<file path="src/rtl/data_sync_pkg.sv">
// Shared constants and types for the data_sync bus synchroniser.
package data_sync_pkg;

  localparam int DATA_SYNC_MIN_STAGES = 2;
  localparam int DATA_SYNC_MAX_STAGES = 4;
  localparam int DATA_SYNC_BUS_WIDTH  = 8;

  typedef enum logic {
    LEVEL  = 1'b0,
    TOGGLE = 1'b1
  } sync_mode_e;

  function automatic bit stages_legal(input int n);
    return (n >= DATA_SYNC_MIN_STAGES) && (n <= DATA_SYNC_MAX_STAGES);
  endfunction

endpackage

</file>
<file path="src/rtl/data_sync_bit_sync.sv">
// Generic N-stage, WIDTH-bit flop-chain synchroniser for single-bit crossings.
module bit_sync
  import data_sync_pkg::*;
#(
  parameter int NUM_STAGES = 2,
  parameter int WIDTH      = 1
) (
  input  logic             Dclk,
  input  logic             Drst_n,
  input  logic [WIDTH-1:0] async_i,
  output logic [WIDTH-1:0] sync_o
);

  if (NUM_STAGES < DATA_SYNC_MIN_STAGES) begin : g_bad_depth
    $error("bit_sync: NUM_STAGES must be at least %0d", DATA_SYNC_MIN_STAGES);
  end

  logic [NUM_STAGES-1:0][WIDTH-1:0] stage_q;

  // NOTE: every flop in the chain uses <= so each stage samples the previous
  // stage's old value; blocking assignments would collapse the chain.
  always_ff @(posedge Dclk or negedge Drst_n) begin
    if (!Drst_n) begin
      stage_q <= '0;
    end else begin
      stage_q <= {stage_q[NUM_STAGES-2:0], async_i};
    end
  end

  assign sync_o = stage_q[NUM_STAGES-1];

endmodule

</file>
<file path="src/rtl/data_sync.sv">
// Bus synchroniser: only the enable crosses through a flop chain; its edge captures the bus once.
// Define DATA_SYNC_TOGGLE_EN for toggle mode (both enable edges capture).
module data_sync
  import data_sync_pkg::*;
#(
  parameter int NUM_STAGES = 2,
  parameter int BUS_WIDTH  = DATA_SYNC_BUS_WIDTH
) (
  input  logic                 Dclk,
  input  logic                 Drst_n,
  input  logic [BUS_WIDTH-1:0] unsync_bus,
  input  logic                 bus_enable,
  output logic [BUS_WIDTH-1:0] sync_bus,
  output logic                 enable_pulse
);

  if (!stages_legal(NUM_STAGES)) begin : g_bad_stages
    $error("data_sync: NUM_STAGES=%0d outside %0d..%0d",
           NUM_STAGES, DATA_SYNC_MIN_STAGES, DATA_SYNC_MAX_STAGES);
  end

  logic                 sync_en;
  logic                 edge_q;
  logic                 pulse_gen;
  logic                 pulse_q;
  logic [BUS_WIDTH-1:0] sync_bus_q;
  logic [BUS_WIDTH-1:0] sync_bus_d;

  bit_sync #(
    .NUM_STAGES (NUM_STAGES),
    .WIDTH      (1)
  ) u_en_sync (
    .Dclk    (Dclk),
    .Drst_n  (Drst_n),
    .async_i (bus_enable),
    .sync_o  (sync_en)
  );

`ifdef DATA_SYNC_TOGGLE_EN
  assign pulse_gen = sync_en ^ edge_q;
`else
  assign pulse_gen = sync_en & ~edge_q;
`endif

  // NOTE: the hold path is written out so the combinational block assigns
  // sync_bus_d on every path and no latch is inferred.
  always_comb begin
    sync_bus_d = sync_bus_q;
    if (pulse_gen) begin
      sync_bus_d = unsync_bus;
    end
  end

  always_ff @(posedge Dclk or negedge Drst_n) begin
    if (!Drst_n) begin
      edge_q     <= 1'b0;
      pulse_q    <= 1'b0;
      sync_bus_q <= '0;
    end else begin
      edge_q     <= sync_en;
      pulse_q    <= pulse_gen;
      sync_bus_q <= sync_bus_d;
    end
  end

  assign sync_bus     = sync_bus_q;
  assign enable_pulse = pulse_q;

endmodule

</file>
<file path="config.mk">
export PLATFORM = sky130hd
export DESIGN_NAME = data_sync
export DESIGN_NICKNAME = d
export VERILOG_FILES = /design/src/rtl/data_sync_pkg.sv /design/src/rtl/data_sync_bit_sync.sv /design/src/rtl/data_sync.sv
export SDC_FILE = /design/constraint.sdc
export NUM_CORES = 1
export LEC_CHECK = 0
export ABC_CLOCK_PERIOD_IN_PS = 950
export BUFFER_PORTS_ARGS = -buffer_cell sky130_fd_sc_hd__buf_2
export CORE_MARGIN = 3
export CORE_UTILIZATION = 33
export DETAILED_ROUTE_END_ITERATION = 10
export GPL_TIMING_DRIVEN = 0
export PLACE_DENSITY = 0.6
export SLEW_MARGIN = 20
export SYNTH_ARGS = -nofsm -noshare
export SYNTH_HDL_FRONTEND = slang
export SYNTH_HIERARCHICAL = 1
export SYNTH_SLANG_ARGS = --single-unit
export TNS_END_PERCENT = 20
</file>
<file path="constraint.sdc">
create_clock -name Dclk -period 0.95 [get_ports Dclk]
set_input_delay 0.19 -clock Dclk [delete_from_list [all_inputs] [get_ports Dclk]]
set_output_delay 0.19 -clock Dclk [all_outputs]
set_load 0.005 [all_outputs]
</file>
==> results.py <==
metrics = {
    "synth": {
        "yosys.area.top_type": "sky130_fd_sc_hd__dfrtp_1",
        "yosys_most_used_dff": "sky130_fd_sc_hd__dfrtp_1",
        "netlist_top_cells_area": "sky130_fd_sc_hd__dfrtp_1 (66%), sky130_fd_sc_hd__mux2_4 (26%), sky130_fd_sc_hd__buf_12 (4.4%)",
        "synth_enable_flop_cells": 0,
        "synthesis.yosys.warnings": 6,
        "post_synth.cell_area_avg_um2": 20.64,
        "synth.area.mux_share_pct": 26.45,
        "simple_gate_share_of_the_synthesized_area_pct": 3.030,
        "yosysMostFrequentCell": "sky130_fd_sc_hd__dfrtp_1",
        "synth.distinct_cells": 4,
        "post_synth_xor_area_fraction_pct": 0,
        "synth-async-reset-ratio_pct": 100.0,
        "yosysSeqAreaShare_pct": 66.12,
        "synth_top_area_share_pct": 66.12,
        "synth_cell_count_leaders": "sky130_fd_sc_hd__dfrtp_1 (12), sky130_fd_sc_hd__mux2_4 (8), sky130_fd_sc_hd__buf_12 (1), sky130_fd_sc_hd__nor2b_4 (1)",
        "synth_fa_ha_area_share_pct": 0,
        "synth_seq_cells": 12,
        "synth_compound_gate_area_share_pct": 0,
        "synth_top_family_by_area": "multiplexers",
        "post_synth_inst_count": 22,
        "synth_area_um2": 454.2,
        "syn_nets": 33,
    },
    "timing": {
        "hold_violations": 0,
        "final-setup-viol-count": 16,
        "maxSlewHeadroom_pct": 82.73,
        "timing.clock.skew_ps": 0.9909,
        "postLayoutSetupSlackWorst_ps": -138.2,
        "clock.fmax_mhz": 918.9,
        "rsz_0062_raised_after_global_routing": "yes",
        "worstMarginPinSlew_ps": 259.0,
        "period_share_pct": 114.6,
        "finalSetupTns_ps": -1123,
        "finalCriticalPeriod_ps": 1088,
        "pins_over_their_slew_limit": 0,
    },
    "run_status": {
        "outcome": "finished with violations",
        "failing_checks": "setup timing",
    },
    "setup_path": {
        "critical_path.endpoint": "sync_bus[3]",
        "critical_path.max_fanout": 9,
        "worst_path_dominant_cell_family": "flip-flops",
        "reg2reg_setup_slack_ps": -140,
        "setup.worst_path.end_class": "flop",
        "rr_worst_depth": 3,
        "worst-endpoint-arrival_ps": 1240,
        "path_cells": "nor2b_4, buf_12, mux2_4",
        "critPathLaunch": "edge_q",
        "wp_depth": 3,
        "crit_buf_inv": 1,
        "critPathLaunchType": "flop",
        "worst-endpoint-required_ps": 1100,
        "critPathSlowestCell": "sky130_fd_sc_hd__dfrtp_1",
        "r2r-end": "sync_bus[3]",
        "worst_path_largest_cell_delay_ps": 400,
        "worstSetupPathType": "reg2reg",
        "worst_r2r_start": "edge_q",
    },
    "cells_and_area": {
        "final_cells": 60,
        "final_area_um2": 613.1,
        "drive_above_1_share_pct": 71.74,
        "number_of_diodes_added_for_antenna_fixing": 0,
        "final_core_util_pct": 51.04,
        "area.growth.synth_to_final_pct": 34.99,
        "fin_nets": 58,
    },
    "placed_design": {
        "number_of_input_and_output_port_buffers_inserted": 19,
        "place.detailed.hpwl_um": 578.9,
        "place_inst": 55,
        "gpl.final_weighted_congestion": 0.6059,
        "dpl_cell_area_um2": 566.8,
    },
    "floorplan": {
        "floorplan.die_area_um2": 1858,
        "row_count": 12,
        "design.portCount": 20,
        "floorplan.initialDensity_pct": 37.81,
        "die_h_um": 43.10,
        "die_w_um": 43.10,
        "core_area_um2": 1201,
    },
    "pwr": {
        "p_switching_uw": 248.5,
        "cellInternalPower_uw": 933.7,
        "p_seq_share_pct": 50.7,
        "p_comb_share_pct": 16.5,
        "p_leak_uw": 0.0003186,
        "power.share.switching_pct": 21.02,
        "vdd_ir_drop_max_uv": 1123,
        "p_per_area_nw_per_um2": 1928,
        "clock_power_share_pct": 32.8,
    },
    "route": {
        "drc": 0,
        "drt_iter0_markers": 1,
        "drt-total-wl_um": 757,
        "drt_pre_antenna_iters": 2,
        "ant_nets": 0,
        "dr_total_vias": 258,
        "route.detailed.vias_per_inst": 4.300,
        "drt-wirelength-per-cell_um": 12.62,
    },
    "hold_path": {
        "hold_path.class": "in2reg",
    },
    "grt": {
        "grt_util_all_layers_pct": 9.043,
        "antenna_violations_before_repair": 0,
        "grt_start_max_net_pins": 13,
        "grt_pass1_vias": 291,
        "gr-total-overflow": 0,
        "grt_pass1_wl_um": 1235,
    },
    "clock_tree": {
        "tritoncts": "yes",
        "ctsHtreeMaxLevel": 1,
        "insertion_delay_ps": 260,
        "worst_case_clock_buffer_depth": 2,
        "clockRootBuffer": "sky130_fd_sc_hd__clkbuf_4",
        "postCtsSetupRepairBufs": 0,
        "cts.sink_count": 12,
        "clock_slew_at_reported_path_ffs_ps": 70,
        "resized_gates_after_cts": 0,
        "cts_inserted_buffers": 3,
    },
    "flow_run": {
        "maxCapViolCount": 0,
    },
}
-- cell families after synthesis --
| kind of cell | after synthesis |
|---|---|
| DFF | 12 |
| muxes | 8 |
| and+or+nand+nor | 1 |
| buffers and inverters | 1 |
-- power by group through the flow --
stage,combinational [µW],sequential (µW),clock [µW]
floorplan,98.6,613,0
detailed placement,199,607,0
CTS,201,600,408
global route,211,607,426
finish,195,599,388
global placement,193,605,0
-- placed cells by master (no fill, tap or decap) --
cell	netlist	final
sky130_fd_sc_hd__clkbuf_4	0	3
sky130_fd_sc_hd__dlygate4sd3_1	0	1
sky130_fd_sc_hd__dfrtp_1	12	12
sky130_fd_sc_hd__mux2_4	8	8
sky130_fd_sc_hd__buf_12	1	1
sky130_fd_sc_hd__clkbuf_8	0	1
sky130_fd_sc_hd__nor2b_4	1	1
sky130_fd_sc_hd__buf_2	0	19
-- cell type report --
cell class	instances	area [µm²]
well taps	14	17.52
multi-input cells	9	133.9
plain buffers	1	20.02
clock buffers	4	36.28
repair buffers	20	105.1
flip-flops and latches	12	300.3
fillers	114	588.1
-- layer usage --
layer  vias up  part of all wire (%)  GRT usage [%]
li1        122                     -              -
met4         0                     0          5.422
met1       123                    38          10.55
met3         0                   8.7          2.542
met5         -                     0              0
met2        13                    53          14.45
-- how the worst min path moves through the flow --
stage                     startpoint                   end  slack [ps]  cells past startpoint
final                     bus_enable  u_en_sync/stage_q[0]          30                      1
after global routing      bus_enable  u_en_sync/stage_q[0]          20                      1
after floorplan               Drst_n                edge_q        -110                      0
after global placement        Drst_n           sync_bus[4]          70                      1
after detailed placement      Drst_n           sync_bus[6]          80                      1
after CTS                 bus_enable  u_en_sync/stage_q[0]          20                      1
-- state kept, by name (all words and copies together) (netlist names) --
| signal | cells |
|---|---|
| sync_bus | 8 |
| edge_q | 1 |
| u_en_sync/sync_o | 1 |
| u_en_sync/stage_q | 1 |
| enable_pulse | 1 |
-- what timing repair did --
action                                  in CTS  in global routing
endpoints found under the hold margin       12                  0
endpoints found under the setup margin      17                 17
cloned                                       0                  0
hold buffers                                 1                  0
-- through the flow --
step           setup slack (ps)  hold WS (ps)  power (µW)
3_3_place_gp             -115.1         67.78       797.7
4_1_cts                  -153.7         20.43        1209
5_1_grt                  -164.1         20.09        1244
2_1_floorplan            -92.80        -105.6       711.3
3_5_place_dp             -138.8         79.49       805.6
6_report                 -138.2         34.35        1182
(Power assumes the default switching activity.)
